## src/rtl/imem_boot_ctrl.sv

```systemverilog
// Boot controller for a byte-addressed instruction memory: clears it, loads an
// image from the host byte stream, then releases the core and checks its fetches.
module imem_boot_ctrl #(
  parameter int DEPTH = 64,
  parameter int AW    = $clog2(DEPTH)
) (
  input  logic          clk,
  input  logic          rst,
  input  logic          load_start_i,
  input  logic          byte_valid_i,
  input  logic [7:0]    byte_data_i,
  input  logic          byte_last_i,
  output logic          byte_ready_o,
  input  logic [63:0]   pc_i,
  output logic          mem_we_o,
  output logic [AW-1:0] mem_wadr_o,
  output logic [7:0]    mem_wdata_o,
  output logic [63:0]   mem_radr_o,
  output logic          cpu_run_o,
  output logic          fetch_fault_o,
  output logic          load_done_o,
  output logic          load_err_o,
  output logic [AW:0]   byte_count_o
);

  typedef enum logic [1:0] {S_CLEAR, S_IDLE, S_LOAD, S_RUN} state_e;

  state_e        state_q;
  logic [AW-1:0] clr_ptr_q;
  logic          pend_q;
  logic          load_done_q;
  logic          load_err_q;
  logic [AW:0]   byte_count_q;

  logic accept;
  logic clr_end;
  logic cnt_end;

  assign accept  = (state_q == S_LOAD) && byte_valid_i;
  assign clr_end = (clr_ptr_q == AW'(DEPTH - 1));
  assign cnt_end = (byte_count_q[AW-1:0] == AW'(DEPTH - 1));

  // NOTE: all state is updated with non-blocking assignments so every register
  // samples the pre-edge values regardless of statement order.
  always_ff @(posedge clk or posedge rst) begin
    if (rst) begin
      state_q      <= S_CLEAR;
      clr_ptr_q    <= '0;
      pend_q       <= 1'b0;
      load_done_q  <= 1'b0;
      load_err_q   <= 1'b0;
      byte_count_q <= '0;
    end else begin
      case (state_q)
        S_CLEAR: begin
          clr_ptr_q <= clr_ptr_q + AW'(1);
          // A request arriving on the final clear cycle still counts as pending.
          if (clr_end) begin
            state_q <= (pend_q || load_start_i) ? S_LOAD : S_IDLE;
            pend_q  <= 1'b0;
          end else if (load_start_i) begin
            pend_q <= 1'b1;
          end
        end
        S_IDLE: begin
          if (load_start_i) begin
            state_q      <= S_LOAD;
            byte_count_q <= '0;
            load_err_q   <= 1'b0;
          end
        end
        S_LOAD: begin
          if (accept) begin
            byte_count_q <= byte_count_q + (AW+1)'(1);
            if (byte_last_i) begin
              state_q     <= S_RUN;
              load_done_q <= 1'b1;
            end else if (cnt_end) begin
              state_q     <= S_IDLE;
              load_err_q  <= 1'b1;
              load_done_q <= 1'b0;
            end
          end
        end
        S_RUN: begin
          if (load_start_i) begin
            state_q      <= S_CLEAR;
            pend_q       <= 1'b1;
            clr_ptr_q    <= '0;
            load_done_q  <= 1'b0;
            byte_count_q <= '0;
            load_err_q   <= 1'b0;
          end
        end
        default: state_q <= S_CLEAR;
      endcase
    end
  end

  // NOTE: every output gets a default first so no path can infer a latch.
  always_comb begin
    byte_ready_o  = (state_q == S_LOAD);
    mem_we_o      = 1'b0;
    mem_wadr_o    = '0;
    mem_wdata_o   = '0;
    cpu_run_o     = (state_q == S_RUN);
    mem_radr_o    = '0;
    fetch_fault_o = 1'b0;
    if (state_q == S_CLEAR) begin
      mem_we_o   = 1'b1;
      mem_wadr_o = clr_ptr_q;
    end else if (accept) begin
      mem_we_o    = 1'b1;
      mem_wadr_o  = byte_count_q[AW-1:0];
      mem_wdata_o = byte_data_i;
    end
    if (state_q == S_RUN) begin
      mem_radr_o    = pc_i;
      fetch_fault_o = (pc_i[1:0] != 2'b00) || (pc_i > 64'(DEPTH - 4));
    end
  end

  assign load_done_o  = load_done_q;
  assign load_err_o   = load_err_q;
  assign byte_count_o = byte_count_q;

endmodule

```

## config.mk

```make
export PLATFORM = sky130hd
export DESIGN_NAME = imem_boot_ctrl
export DESIGN_NICKNAME = d
export VERILOG_FILES = /design/src/rtl/imem_boot_ctrl.sv
export SDC_FILE = /design/constraint.sdc
export NUM_CORES = 1
export LEC_CHECK = 0
export CORE_MARGIN = 1
export CORE_UTILIZATION = 33
export CTS_BUF_LIST = sky130_fd_sc_hd__clkbuf_8
export DETAILED_ROUTE_END_ITERATION = 10
export GPL_TIMING_DRIVEN = 0
export HOLD_SLACK_MARGIN = 0.08
export PLACE_DENSITY = 0.95
export SLEW_MARGIN = 30
export SYNTH_ARGS = -nofsm -noshare
export SYNTH_HDL_FRONTEND = slang
export SYNTH_SLANG_ARGS = --single-unit
export TNS_END_PERCENT = 30
```

## constraint.sdc

```tcl
create_clock -name clk -period 3.27 [get_ports clk]
set_clock_uncertainty 0.2 [all_clocks]
set_input_delay 0.654 -clock clk [delete_from_list [all_inputs] [get_ports clk]]
set_output_delay 0.654 -clock clk [all_outputs]
set_load 0.02 [all_outputs]
```

==> reports/metrics.sh <==
CRIT_PATH_TOP_DELAY_CELL='sky130_fd_sc_hd__clkdlybuf4s50_1'
NETLIST-CELL-TYPE-COUNT=39
BOUNDARYPINS=168
CP_STARTPOINT_KIND='flip-flop'
FP.DIEAREA_UM2=5549
POST_SYNTH_MOST_FREQUENT_CELLS='sky130_fd_sc_hd__and2_1, sky130_fd_sc_hd__dfrtp_1, sky130_fd_sc_hd__nand2_1, sky130_fd_sc_hd__nor4_1, sky130_fd_sc_hd__o21ai_0'
MIN_PATH_CELLS=1
SYNTH_LARGEST_TYPE_AREA_FRACTION=0.2597
DIE_BOUNDARY_WIDTH_UM=74.49
POSTSYNTH.ASYNCRESETSHARE=1.000
CRITPATHARRIVALTIME_NS=2.29
OVERFLOW=0
FIRST_PASS_ITERS=4
HOLDCRITPATHCLASS='reg2reg'
CRIT_REQUIRED_NS=2.42
WORSTSETUPPATHTYPE='reg2out'
TOTAL_NUMBER_OF_VIAS=2415
INITIAL_ANTENNA_VIOLATION_COUNT=0
REPORT.FINAL.SETUP_VIOL=0
WORSTMARGINPINSLEW_NS=0.7304
GRT_PASS1_VIAS=2246
MIN_TO='byte_count_o[6]'
SYNTH_SEQUENTIAL_AREA_RATIO=0.2597
RRSETUPSLACK_NS=1.03
PIN_COUNT_OF_THE_BIGGEST_NET_ENTERING_GLOBAL_ROUTING=19
HOLD_VIOLATIONS=0
WORST_PATH_LARGEST_CELL_DELAY_NS=0.62
NUMCTSBUFFERS=3
MET1_TRACK_UTILIZATION_FROM_GLOBAL_ROUTING=0.2830
PERIOD_SHARE=0.9608
CRIT_PATH_MAX_FANOUT=10
FLOORPLAN.ROWS=26
MAPPEDNETLISTAREA_UM2=1734
CLOCK_PATH_BUFFERS=2
GRT.MET2_USAGE=0.5075
CRIT_FAMILY='buffers and inverters'
END_KIND='output port'
DETAIL_ROUTE_ANTENNA_NETS=0
REG2REGPATHDEPTH=7
TOTAL_LEAKAGE_POWER_nW=1.702
SYNTH.AREA.TOP_CELLS='sky130_fd_sc_hd__and2_1, sky130_fd_sc_hd__dfrtp_1, sky130_fd_sc_hd__nor4_1, sky130_fd_sc_hd__a22o_1, sky130_fd_sc_hd__ha_1'
CELL_TAKING_THE_MOST_AREA_AFTER_SYNTHESIS='sky130_fd_sc_hd__and2_1'
TRITONCTS_NUM_SINKS=18
DETAILEDPLACEMENTHPWL_MM=6.590
CTS-HTREE-LEVELS=1
RSZ0062_AT_GRT='no'
PORT_BUFFERS=167
DRT_ITER0_MARKERS=92
START_UTIL=0.3417
RUN_STATUS='complete, no violations'
POST-CTS-SETUP-BUFFER-COUNT=0
FINAL_CELL_COUNT_NO_FILL=464
HOLDBUFCOUNTCTS=0
END_OF_THE_WORST_REGISTER_TO_REGISTER_PATH='load_err_o'
CORE_AREA_UM2=5075
GLOBAL_ROUTE.USAGE.TOTAL=0.2659
FINAL_ROUTED_WIRE_LENGTH_DIVIDED_BY_CELL_COUNT_UM=16.76
CLK_TRANSITION_REPORTED_PATHS_NS=0.07
PLACE_CONGESTION=0.8548
MAXCAPVIOLATIONS=0
FLOW.AREA_GROWTH_FROM_SYNTHESIS_PCT=107.3
FMAX_MHz=318.3
PEAK_SUPPLY_DROP_V=0.0005295
INSERTION_DELAY_NS=0.26
HOLDWS_NS=0.3109
HOLD_PATH_START='byte_count_o[6]'
VIAS_PER_CELL=5.205
YOSYS_MOST_USED_DFF='sky130_fd_sc_hd__dfrtp_1'
TIMING.SLEW.HEADROOM=0.5125
CTSRESIZECOUNT=26
SYNTH-SEQ-CELLS=18
SYNTH.YOSYS.WARNINGS=0
MIN_PERIOD_NS=3.142
SYN_NETS=306
FP.DIEH_UM=74.49
CTS_TREE='yes'
FIN_NETS=478
SYNTH_EDF_COUNT=0
GRT.BUSIEST_LAYER='met2'
GLOBAL_ROUTE_WIRE_LENGTH_BEFORE_REPAIR_MM=11.16
CRITICAL_PATH_BUF_INV_COUNT=4
PWR_PER_CELL_AREA_nW_PER_UM2=628.5
CLOCK_TREE.ROOT_CELL='sky130_fd_sc_hd__clkbuf_8'
WORSTPATHCELLLIST='ha_1 -> clkbuf_2 -> clkbuf_4 -> buf_2 -> and2_1 -> clkdlybuf4s50_1'
PLACED_CELLS=460
DIODES=0
POST_SYNTH_INST_COUNT=223
SYN_AREA_PER_CELL_UM2=7.777
REPORT.FINAL.SLEW_VIOL_COUNT=0
DRT_WIRELENGTH_MM=7.776
WORST_R2R_STARTPOINT='state_q[0]'
POST-ROUTE-DRC-COUNT=0
YOSYSMOSTFREQUENTCELL='sky130_fd_sc_hd__and2_1'
FRACTION_OF_LAYOUT_INSTANCES_USING_A_DRIVE_STRENGTH_ABOVE_1=0.06345
GRTUSAGEMET3=0.05691
[per-layer routing]
| layer | share of wire | routed length, um |
|---|---|---|
| met1 | 0.35 | 2686 |
| met2 | 0.54 | 4195 |
| met3 | 0.090 | 700 |
| met4 | 0.025 | 194 |
| met5 | 0 | 0 |
[layout by cell type, fill, tap and decap left out, drive strengths merged, types with 2 or more instances in the layout]
| cell | netlist | routed |
|---|---|---|
| dlygate4sd2 | 0 | 12 |
| inv | 5 | 5 |
| ha | 6 | 6 |
| buf | 2 | 4 |
| mux2i | 3 | 3 |
| clkdlybuf4s50 | 0 | 140 |
| and2 | 72 | 72 |
| nand3 | 5 | 5 |
| clkbuf | 11 | 14 |
| nand4 | 6 | 6 |
| and3 | 3 | 3 |
| nor3 | 3 | 3 |
| dlymetal6s2s | 0 | 14 |
| a22o | 9 | 9 |
| nor4 | 15 | 15 |
| nand2 | 15 | 15 |
| mux2 | 4 | 4 |
| nor2b | 3 | 3 |
| xor2 | 2 | 2 |
| nand2b | 3 | 3 |
| nor2 | 3 | 3 |
| dfrtp | 18 | 18 |
| or3 | 2 | 2 |
| o22ai | 2 | 2 |
| o21ai | 13 | 13 |
| a21oi | 7 | 7 |
[how the worst max path moves through the flow]
stage	startpoint	to	slack, ns	cells past startpoint
2_1_floorplan	state_q[0]	mem_wadr_o[3]	0.63	7
3_3_place_gp	pc_i[62]	fetch_fault_o	-0.41	5
3_5_place_dp	pc_i[62]	fetch_fault_o	-0.38	5
4_1_cts	pc_i[62]	fetch_fault_o	0.02	5
5_1_grt	state_q[0]	mem_wdata_o[2]	0.01	8
6_report	state_q[0]	mem_radr_o[35]	0.13	6
[where the power goes]
part / switching (mW) / leakage, nW / internal [mW] / total (mW)
sequential: 0.119 / 0.224 / 0.308 / 0.427
combinational: 0.865 / 1.45 / 0.777 / 1.64
clock: 0.0823 / 0.0288 / 0.107 / 0.190
[area by class of cell]
class / instances / area (um2)
Buffer: 13 / 65.06
Clock buffer: 4 / 55.05
Fill cell: 403 / 1480
Inverter: 5 / 18.77
Multi-Input combinational cell: 187 / 1230
Sequential cell: 18 / 451.7
Tap cell: 70 / 87.58
Timing Repair Buffer: 167 / 1687
[cell families after synthesis]
kind of cell | share of synthesized area
adder cells (fa/ha/maj) | 0.04329
flip-flops | 0.2597
buffers and inverters | 0.04112
AND/OR/NAND/NOR | 0.4495
AO/OA/AOI/OAI | 0.1530
XOR/XNOR | 0.01010
multiplexers | 0.04329
[flip-flops by register name, indices dropped and copies added (netlist names)]
signal	count
clr_ptr_q	6
load_done_o	1
state_q	2
load_err_o	1
pend_q	1
byte_count_o	7
[stage by stage]
step | instance area, um2 | utilization | TNS, ns | total power, mW | setup WS, ns
after global placement | 3493 | 0.6884 | -2.218 | 2.031 | -0.4065
final | 3595 | 0.7083 | 0 | 2.259 | 0.1281
after detailed placement | 3493 | 0.6884 | -2.799 | 2.075 | -0.3844
after floorplan | 1734 | - | 0 | 1.319 | 0.6311
after global routing | 3595 | 0.7083 | 0 | 2.412 | 0.01116
after CTS | 3563 | 0.7022 | 0 | 2.270 | 0.01538
Note: power is estimated with default switching activity, not from simulation.
